<file path="config.mk">
export PLATFORM = sky130hd
export DESIGN_NAME = uart_rx_packet
export DESIGN_NICKNAME = d
export VERILOG_FILES = /design/src/rtl/larpix_uart_pkg.sv /design/src/rtl/sync2_ff.sv /design/src/rtl/uart_rx_packet.sv
export SDC_FILE = /design/constraint.sdc
export NUM_CORES = 1
export LEC_CHECK = 0
export BUFFER_PORTS_ARGS = -buffer_cell sky130_fd_sc_hd__buf_2
export CAP_MARGIN = 20
export CELL_PAD_IN_SITES_DETAIL_PLACEMENT = 1
export CELL_PAD_IN_SITES_GLOBAL_PLACEMENT = 1
export CORE_MARGIN = 1
export CORE_UTILIZATION = 39
export CTS_CLUSTER_DIAMETER = 30
export DETAILED_ROUTE_END_ITERATION = 8
export GPL_TIMING_DRIVEN = 0
export HOLD_SLACK_MARGIN = 0.1
export PLACE_DENSITY_LB_ADDON = 0.25
export SLEW_MARGIN = 25
export SYNTH_ARGS = -nofsm -noshare
export SYNTH_HDL_FRONTEND = slang
export SYNTH_SLANG_ARGS = --single-unit
</file>
<file path="constraint.sdc">
create_clock -name clk -period 2.4 [get_ports clk]
set_clock_uncertainty 0.05 [all_clocks]
set_input_delay 0.48 -clock clk [delete_from_list [all_inputs] [get_ports clk]]
set_output_delay 0.48 -clock clk [all_outputs]
set_load 0.02 [all_outputs]
</file>
<file path="src/rtl/larpix_uart_pkg.sv">
// Shared types and line-level constants for the UART receive path.
package larpix_uart_pkg;

  typedef enum logic [1:0] {
    IDLE,
    START,
    DATA,
    STOP
  } uart_rx_state_t;

  localparam logic IDLE_LEVEL  = 1'b1;
  localparam logic START_LEVEL = 1'b0;
  localparam logic PARITY_ODD  = 1'b1;

endpackage

</file>
<file path="src/rtl/sync2_ff.sv">
// Two-flop synchronizer for a single asynchronous bit, synchronous reset.
module sync2_ff #(
  parameter logic RESET_VAL = 1'b1
) (
  input  logic clk,
  input  logic reset_n,
  input  logic d,
  output logic q
);

  logic meta_q;

  always_ff @(posedge clk) begin
    if (!reset_n) begin
      meta_q <= RESET_VAL;
      q      <= RESET_VAL;
    end else begin
      meta_q <= d;
      q      <= meta_q;
    end
  end

endmodule

</file>
<file path="src/rtl/uart_rx_packet.sv">
// Oversampling UART receiver: one WIDTH-bit word (payload + odd parity) per frame,
// registered payload with one-cycle flag / error pulses.
module uart_rx_packet
  import larpix_uart_pkg::*;
#(
  parameter int unsigned WIDTH      = 64,
  parameter int unsigned OVERSAMPLE = 4
) (
  input  logic             clk,
  input  logic             reset_n,
  input  logic             rx_in,
  output logic [WIDTH-2:0] rx_data,
  output logic             rx_data_flag,
  output logic             parity_error,
  output logic             framing_error,
  output logic             rx_busy
);

  localparam int unsigned BCW = $clog2(WIDTH + 1);
  localparam int unsigned OCW = $clog2(OVERSAMPLE);
  localparam logic [OCW-1:0] OS_MID   = OCW'(OVERSAMPLE / 2 - 1);
  localparam logic [OCW-1:0] OS_LAST  = OCW'(OVERSAMPLE - 1);
  localparam logic [BCW-1:0] BIT_LAST = BCW'(WIDTH - 1);

  logic rx_s;

  uart_rx_state_t   state_q, state_d;
  logic [OCW-1:0]   os_cnt_q, os_cnt_d;
  logic [BCW-1:0]   bit_cnt_q, bit_cnt_d;
  logic [WIDTH-1:0] shift_q, shift_d;
  logic [WIDTH-2:0] rx_data_q, rx_data_d;
  logic             flag_q, flag_d;
  logic             perr_q, perr_d;
  logic             ferr_q, ferr_d;
  logic             busy_q, busy_d;

  sync2_ff #(
    .RESET_VAL(IDLE_LEVEL)
  ) u_sync (
    .clk    (clk),
    .reset_n(reset_n),
    .d      (rx_in),
    .q      (rx_s)
  );

  always_comb begin
    state_d   = state_q;
    os_cnt_d  = os_cnt_q + 1'b1;
    bit_cnt_d = bit_cnt_q;
    shift_d   = shift_q;
    rx_data_d = rx_data_q;
    flag_d    = 1'b0;
    perr_d    = 1'b0;
    ferr_d    = 1'b0;
    busy_d    = busy_q;

    case (state_q)
      IDLE: begin
        os_cnt_d = '0;
        if (rx_s == START_LEVEL) begin
          state_d   = START;
          bit_cnt_d = '0;
          busy_d    = 1'b1;
        end
      end
      START: begin
        if (os_cnt_q == OS_MID) begin
          os_cnt_d = '0;
          if (rx_s == IDLE_LEVEL) begin
            // Line came back high before mid-bit: treat as a glitch, not a frame.
            state_d = IDLE;
            busy_d  = 1'b0;
          end else begin
            state_d = DATA;
          end
        end
      end
      DATA: begin
        if (os_cnt_q == OS_LAST) begin
          os_cnt_d  = '0;
          shift_d   = {rx_s, shift_q[WIDTH-1:1]};
          bit_cnt_d = bit_cnt_q + 1'b1;
          if (bit_cnt_q == BIT_LAST) begin
            state_d = STOP;
          end
        end
      end
      STOP: begin
        if (os_cnt_q == OS_LAST) begin
          os_cnt_d = '0;
          state_d  = IDLE;
          busy_d   = 1'b0;
          // Framing takes precedence so the two error pulses never coincide.
          if (rx_s != IDLE_LEVEL) begin
            ferr_d = 1'b1;
          end else if ((^shift_q) != PARITY_ODD) begin
            perr_d = 1'b1;
          end else begin
            rx_data_d = shift_q[WIDTH-2:0];
            flag_d    = 1'b1;
          end
        end
      end
      default: begin
        state_d = IDLE;
        busy_d  = 1'b0;
      end
    endcase
  end

  always_ff @(posedge clk) begin
    if (!reset_n) begin
      state_q   <= IDLE;
      os_cnt_q  <= '0;
      bit_cnt_q <= '0;
      shift_q   <= '0;
      rx_data_q <= '0;
      flag_q    <= 1'b0;
      perr_q    <= 1'b0;
      ferr_q    <= 1'b0;
      busy_q    <= 1'b0;
    end else begin
      state_q   <= state_d;
      os_cnt_q  <= os_cnt_d;
      bit_cnt_q <= bit_cnt_d;
      shift_q   <= shift_d;
      rx_data_q <= rx_data_d;
      flag_q    <= flag_d;
      perr_q    <= perr_d;
      ferr_q    <= ferr_d;
      busy_q    <= busy_d;
    end
  end

  assign rx_data       = rx_data_q;
  assign rx_data_flag  = flag_q;
  assign parity_error  = perr_q;
  assign framing_error = ferr_q;
  assign rx_busy       = busy_q;

endmodule

</file>
* Yosys cells after proc, flatten, opt, wreduce, memory -nomap -nowiden
Cells that the tools add are included.
** Cells by class
- Reductions and logical operators :: 12
- $add $sub $neg :: 2
- Eq/ne operators :: 12
- Mux-type cells :: 21
** Operators by type and width (number)
- $reduce_xor 64->1 :: 1
- $mux 2 :: 8
- $mux 7 :: 2
- $pmux 7 s2 :: 1
- $ne 2x2->1 const B :: 5
- $reduce_and 5->1 :: 2
- $pmux 2 s4 :: 1
- $reduce_and 4->1 :: 2
- $add 7x1->7 const B :: 1
- $eq 7x6->1 const B :: 1
- $mux 1 :: 7
- $eq 2x2->1 const B :: 3
- $pmux 2 s3 :: 1
- $reduce_and 3->1 :: 2
- $eq 2x1->1 const B :: 2
- $pmux 1 s3 :: 1
- $reduce_bool 3->1 :: 1
- $add 2x1->2 const B :: 1
- $logic_not 2->1 :: 1
- $ne 2x1->1 const B :: 1
- $reduce_and 2->1 :: 1
- $reduce_bool 2->1 :: 1
- $reduce_or 2->1 :: 1
** Word-level totals
- Output and inout bits :: 67
- Register bits :: 144

* Depth between registers and ports, before layout
- Depth after elaboration :: 4
- Gate-level depth with buffers :: 9

* Cells and area by module
From an unflattened synthesis, not the netlist that was laid out.
** Unflattened totals
- Cell total of the unflattened synthesis :: 710
- Area total of the unflattened synthesis :: 5779.3 um2
** By module, submodules not included
- uart_rx_packet :: times used 1, cells each 706, area each 5726.7 um2, seq. area each 2842.7 um2
- sync2_ff :: times used 1, cells each 4, area each 52.6 um2, seq. area each 40.0 um2

* Worst setup path after synthesis
Ideal clock, no wire load.
- Kind :: reg-to-reg
- Start point :: reg shift_q[39]
- End point :: reg rx_data_q[3], in the netlist rx_data[3]
- Required time :: 2.280 ns
- Stages on the path, launching flop included :: 10
- Slack :: 0.187 ns
- Arrival time :: 2.092 ns
- Library setup time :: 0.070 ns
- Path buffers :: 1
- Cell sequence :: dfxtp_1 -> xor2_1 -> xnor2_1 -> xnor2_1 -> xnor2_1 -> xnor2_1 -> xnor2_1 -> clkbuf_1 -> nand3_1 -> a21oi_1
** Between the ends
- Word-level cells in the longest chain between the ends :: 2
** RTL lines
- start, declared :: RTL line uart_rx_packet.sv:30 : logic [WIDTH-1:0] shift_q, shift_d;
- start signal, assigned :: RTL line uart_rx_packet.sv:126 : shift_q <= shift_d;
- $reduce_xor 64->1 :: RTL line uart_rx_packet.sv:96 : end else if ((^shift_q) != PARITY_ODD) begin
- $reduce_and 4->1 (no line)
- end signal, assigned :: RTL line uart_rx_packet.sv:127 : rx_data_q <= rx_data_d;
- end, declared :: RTL line uart_rx_packet.sv:31 : logic [WIDTH-2:0] rx_data_q, rx_data_d;
Every way passes these cells.
A chain may end at the register's enable or synchronous reset.

* Final worst setup path
- Start point :: reg shift_q[16]
- End point :: reg rx_data_q[56], in the netlist rx_data[56]
Same word-level chain as after synthesis.

==> summary.md <==
| Metric | Value |
|---|---|
| Critical Path Most Common Cell | `xnor2_1` |
| Fmax achieved | `409 MHz` |
| First-iteration detailed-routing DRC count | `~320` |
| Clk sink count | `144` |
| Fillers | `around 1700` |
| Buffer and inverter count on the worst path | `3` |
| Leak | `roughly 2.6 nW` |
| Mapped cell area | `~5800 sq um` |
| Layout cells sized above 1 | `a little over a quarter` |
| Final Wtd Congestion | `0.728` |
| Top delay family on crit path | `XOR/XNOR gates` |
| Overall Global Routing Usage | `a little under a quarter` |
| Final instance area | `7610 sq um` |
| Relative slew slack | `a little over 50%` |
| Die X | `about 120 microns` |
| Mapped Cells | `roughly 710` |
| Hold path endpoint | `u_sync.meta_q` |
| Finished Layout Cells | `1000` |
| Clock transition at the registers of the reported paths | `around 60 ps` |
| Clk buf depth | `2` |
| Routed Antenna Nets | `0` |
| Most common cell in the netlist | `dfxtp_1` |
| Core area | `between 10000 and 15000 sq um` |
| Vias in the first global route | `approximately 5400` |
| Hold Violations, Final | `0` |
| Distinct cells, synth | `28` |
| H-tree lvl count | `4` |
| Reg2reg setup slack | `-50 ps` |
| Nets@finish | `between 800 and 900` |
| Routed vias | `5335` |
| N_diodes | `0` |
| CP required | `between 2000 and 3000 ps` |
| Endpoints failing setup | `50` |
| Area contributors post-synth | `dfxtp_1, a21oi_1, nand2_1, xnor2_1, o21ai_0` |
| CP max stage cell | `dfxtp_1` |
| WL final | `17400 microns` |
| Post-synth EDFFs | `0` |
| Top cell type's share of synthesized area | `49.9%` |
| Final worst slack | `-47.8 ps` |
| CTS root buf | `clkbuf_16` |
| Cts bufs inserted | `17` |
| WHS Path Cells | `2` |
| Peak supply drop | `about 0.51 mV` |
| Post-synthesis register bit count | `approximately 140` |
| First-pass GRT wire length | `around 27000 microns` |
| Pwr Total | `5.26 mW` |
| Sequential fraction of the synthesis area | `49.9%` |
| GRT overflow | `0` |
| WL per Instance | `around 17 microns` |
| Syn Nets | `714` |
| Status | `finished with violations` |
| Cells after DPL | `960` |
| Reg-to-Reg Start | `shift_q[16]` |
| Synth cell count leaders | `dfxtp_1, nand2_1, a21oi_1` |
| Vias/cell | `5.34` |
| Final worst path period share | `102%` |
| Residual DRC | `0` |
| Synth Area in Simple Gates | `16.9%` |
| Startpoint Class | `flip-flop` |
| Reg-to-Reg End | `rx_data[56]` |
| Slew Limit Fails | `0` |
| Ys flop type | `dfxtp_1` |
| Syn_area_per_cell | `slightly above 8 sq um` |
| Failing checks | `setup timing` |
| CTS tree | `built` |
| Worst path max stage delay | `about 460 ps` |
| # IOs | `70` |
| Placed cell area | `roughly 6400 sq um` |
| Max-cap check violation count | `0` |
| # rows | `44` |
| Compound-Gate Fraction of Synth Area | `18.0%` |
| Area delta synth->final | `31.8%` |
| Critical path cell sequence | `xnor2_2 > xnor2_1 > xnor2_1 > xnor2_1 > xnor2_2 > buf_4 > xor2_4 > buf_6 > buf_8 > o21ai_0 > a21oi_1` |
| Pre-CTS WS | `-674 ps` |
| Die ar. | `about 15000 sq um` |
| HP Start | `rx_in` |
| Mux share of post-synthesis cell area | `less than 1%` |
| Largest family of logic cells by synthesized area | `compound AO/OA/AOI/OAI gates` |
| Post-layout min period | `2450 ps` |
| Post-synthesis xor/xnor area fraction | `between 10 and 15%` |
| CP Max Fanout | `10` |
| Leading area contributor after synthesis | `dfxtp_1` |
| Type of the most critical hold path | `in2reg` |
| Reg2Reg Depth | `11` |
| Largest net degree at the start of global routing | `17` |
| Pre-antenna DRT Iters | `4` |
| Port bufs | `69` |
| Ys Warns | `0` |
| PwrDens | `approximately 690 nW/um^2` |
| Initial antenna violation count | `0` |
| HPWL after detailed placement | `about 11000 microns` |
| Crit Path Class | `reg2reg` |
| CP Data Arrival Time | `approximately 2800 ps` |
| Initial Utilization | `39.9%` |
| Unrepaired setup endpoints after global routing | `yes` |
| Post-synthesis adder-cell area fraction | `less than 1%` |
| Async S/R FF share, synth | `0%` |
| Worst-margin pin slew | `731 ps` |
| Clock insertion delay at the later pin of the skew report | `around 430 ps` |
| CP endpoint kind | `flip-flop` |
| Die Height | `~120 microns` |
==> where the power goes <==
| group | internal (mW) | total [mW] | leakage, nW | switching, mW |
|---|---|---|---|---|
| Sequential | 2.39 | 2.39 | 1.18 | 0.00342 |
| Clock | 1.78 | 2.79 | 0.291 | 1.01 |
| Combinational | 0.0129 | 0.0703 | 1.18 | 0.0574 |
==> routing by layer <==
metal	vias up	part of all wire, %	global-route usage, %
li1	2589	-	-
met1	2628	44	28.3
met2	91	51	40.3
met3	27	3.1	4.62
met4	0	2.2	11.4
met5	-	0	0
==> per-stage QoR <==
| stage | setup TNS [ps] | hold slack [ps] | util (%) |
|---|---|---|---|
| finish | -928 | 186 | 52.6 |
| floorplan | 0 | 336 | - |
| global route | -8810 | 178 | 52.6 |
| global placement | -43770 | 339 | 43.8 |
| CTS | -1.11 | 174 | 49.9 |
| detailed placement | -35560 | 361 | 44.0 |
==> worst max path at each step <==
stage | start | to | slack, ps | depth (start not counted)
after floorplan | shift_q[39] | rx_data[3] | 190 | 9
after global placement | shift_q[42] | rx_data[47] | -730 | 9
after detailed placement | shift_q[7] | rx_data[43] | -670 | 9
after CTS | shift_q[2] | rx_data[33] | -1 | 11
after global routing | shift_q[16] | rx_data[59] | -170 | 11
final | shift_q[16] | rx_data[56] | -50 | 11
==> flip-flops by register name, indices dropped and copies added, names as in the netlist, named ones only <==
| name | cells |
|---|---|
| shift_q | 64 |
| rx_data | 63 |
| bit_cnt_q | 7 |
| os_cnt_q | 2 |
| framing_error | 1 |
| parity_error | 1 |
| rx_busy | 1 |
| rx_data_flag | 1 |
| state_q | 1 |
| u_sync.meta_q | 1 |
| u_sync.q | 1 |
==> layout by cell type (no fill, tap or decap), drive strengths merged, types with 3 or more instances in the layout <==
master and n:
a21oi 130, buf 95, bufinv 4, clkbuf 58, clkinvlp 4, dfxtp 144
ha 4, inv 4, nand2 136, nand2b 4, nand3 66, nand4 3
nor2 11, o21ai 69, xnor2 57, xor2 11
==> worst register-to-register path, cell delays in order, from the launching register on <==
cell and delay, ps:
dfxtp_1 460, xnor2_2 110, xnor2_1 240, xnor2_1 150, xnor2_1 280, xnor2_2 170
buf_4 170, xor2_4 170, buf_6 170, buf_8 150, o21ai_0 100, a21oi_1 150
==> repair_timing <==
item,4_1_cts,5_1_grt
endpoints found under the setup margin,65,105
buffers inserted,9,1
resized for setup,68,155
hold buffers,0,0
pin swaps,12,28
hold endpoints to repair,0,0
==> logic make-up after synthesis <==
logic type | after synthesis
AO/OA/AOI/OAI | 204
XOR/XNOR | 68
adder cells (fa/ha/maj) | 4
buffers and inverters | 58
flip-flops | 144
multiplexers | 1
AND/OR/NAND/NOR | 228
==> area by class of cell <==
type | instances | area (sq um) | share of cell area (%)
timing repair buffer | 79 | 444 | 5.84
multi-input combinational | 505 | 3070 | 40.3
tap | 184 | 230 | 3.03
sequential | 144 | 2930 | 38.5
buffer | 53 | 307 | 4.03
clock buffer | 21 | 460 | 6.05
inverter | 4 | 15.0 | 0.197
clock inverter | 10 | 160 | 2.10
No activity file was read; power rests on OpenSTA's default activity.
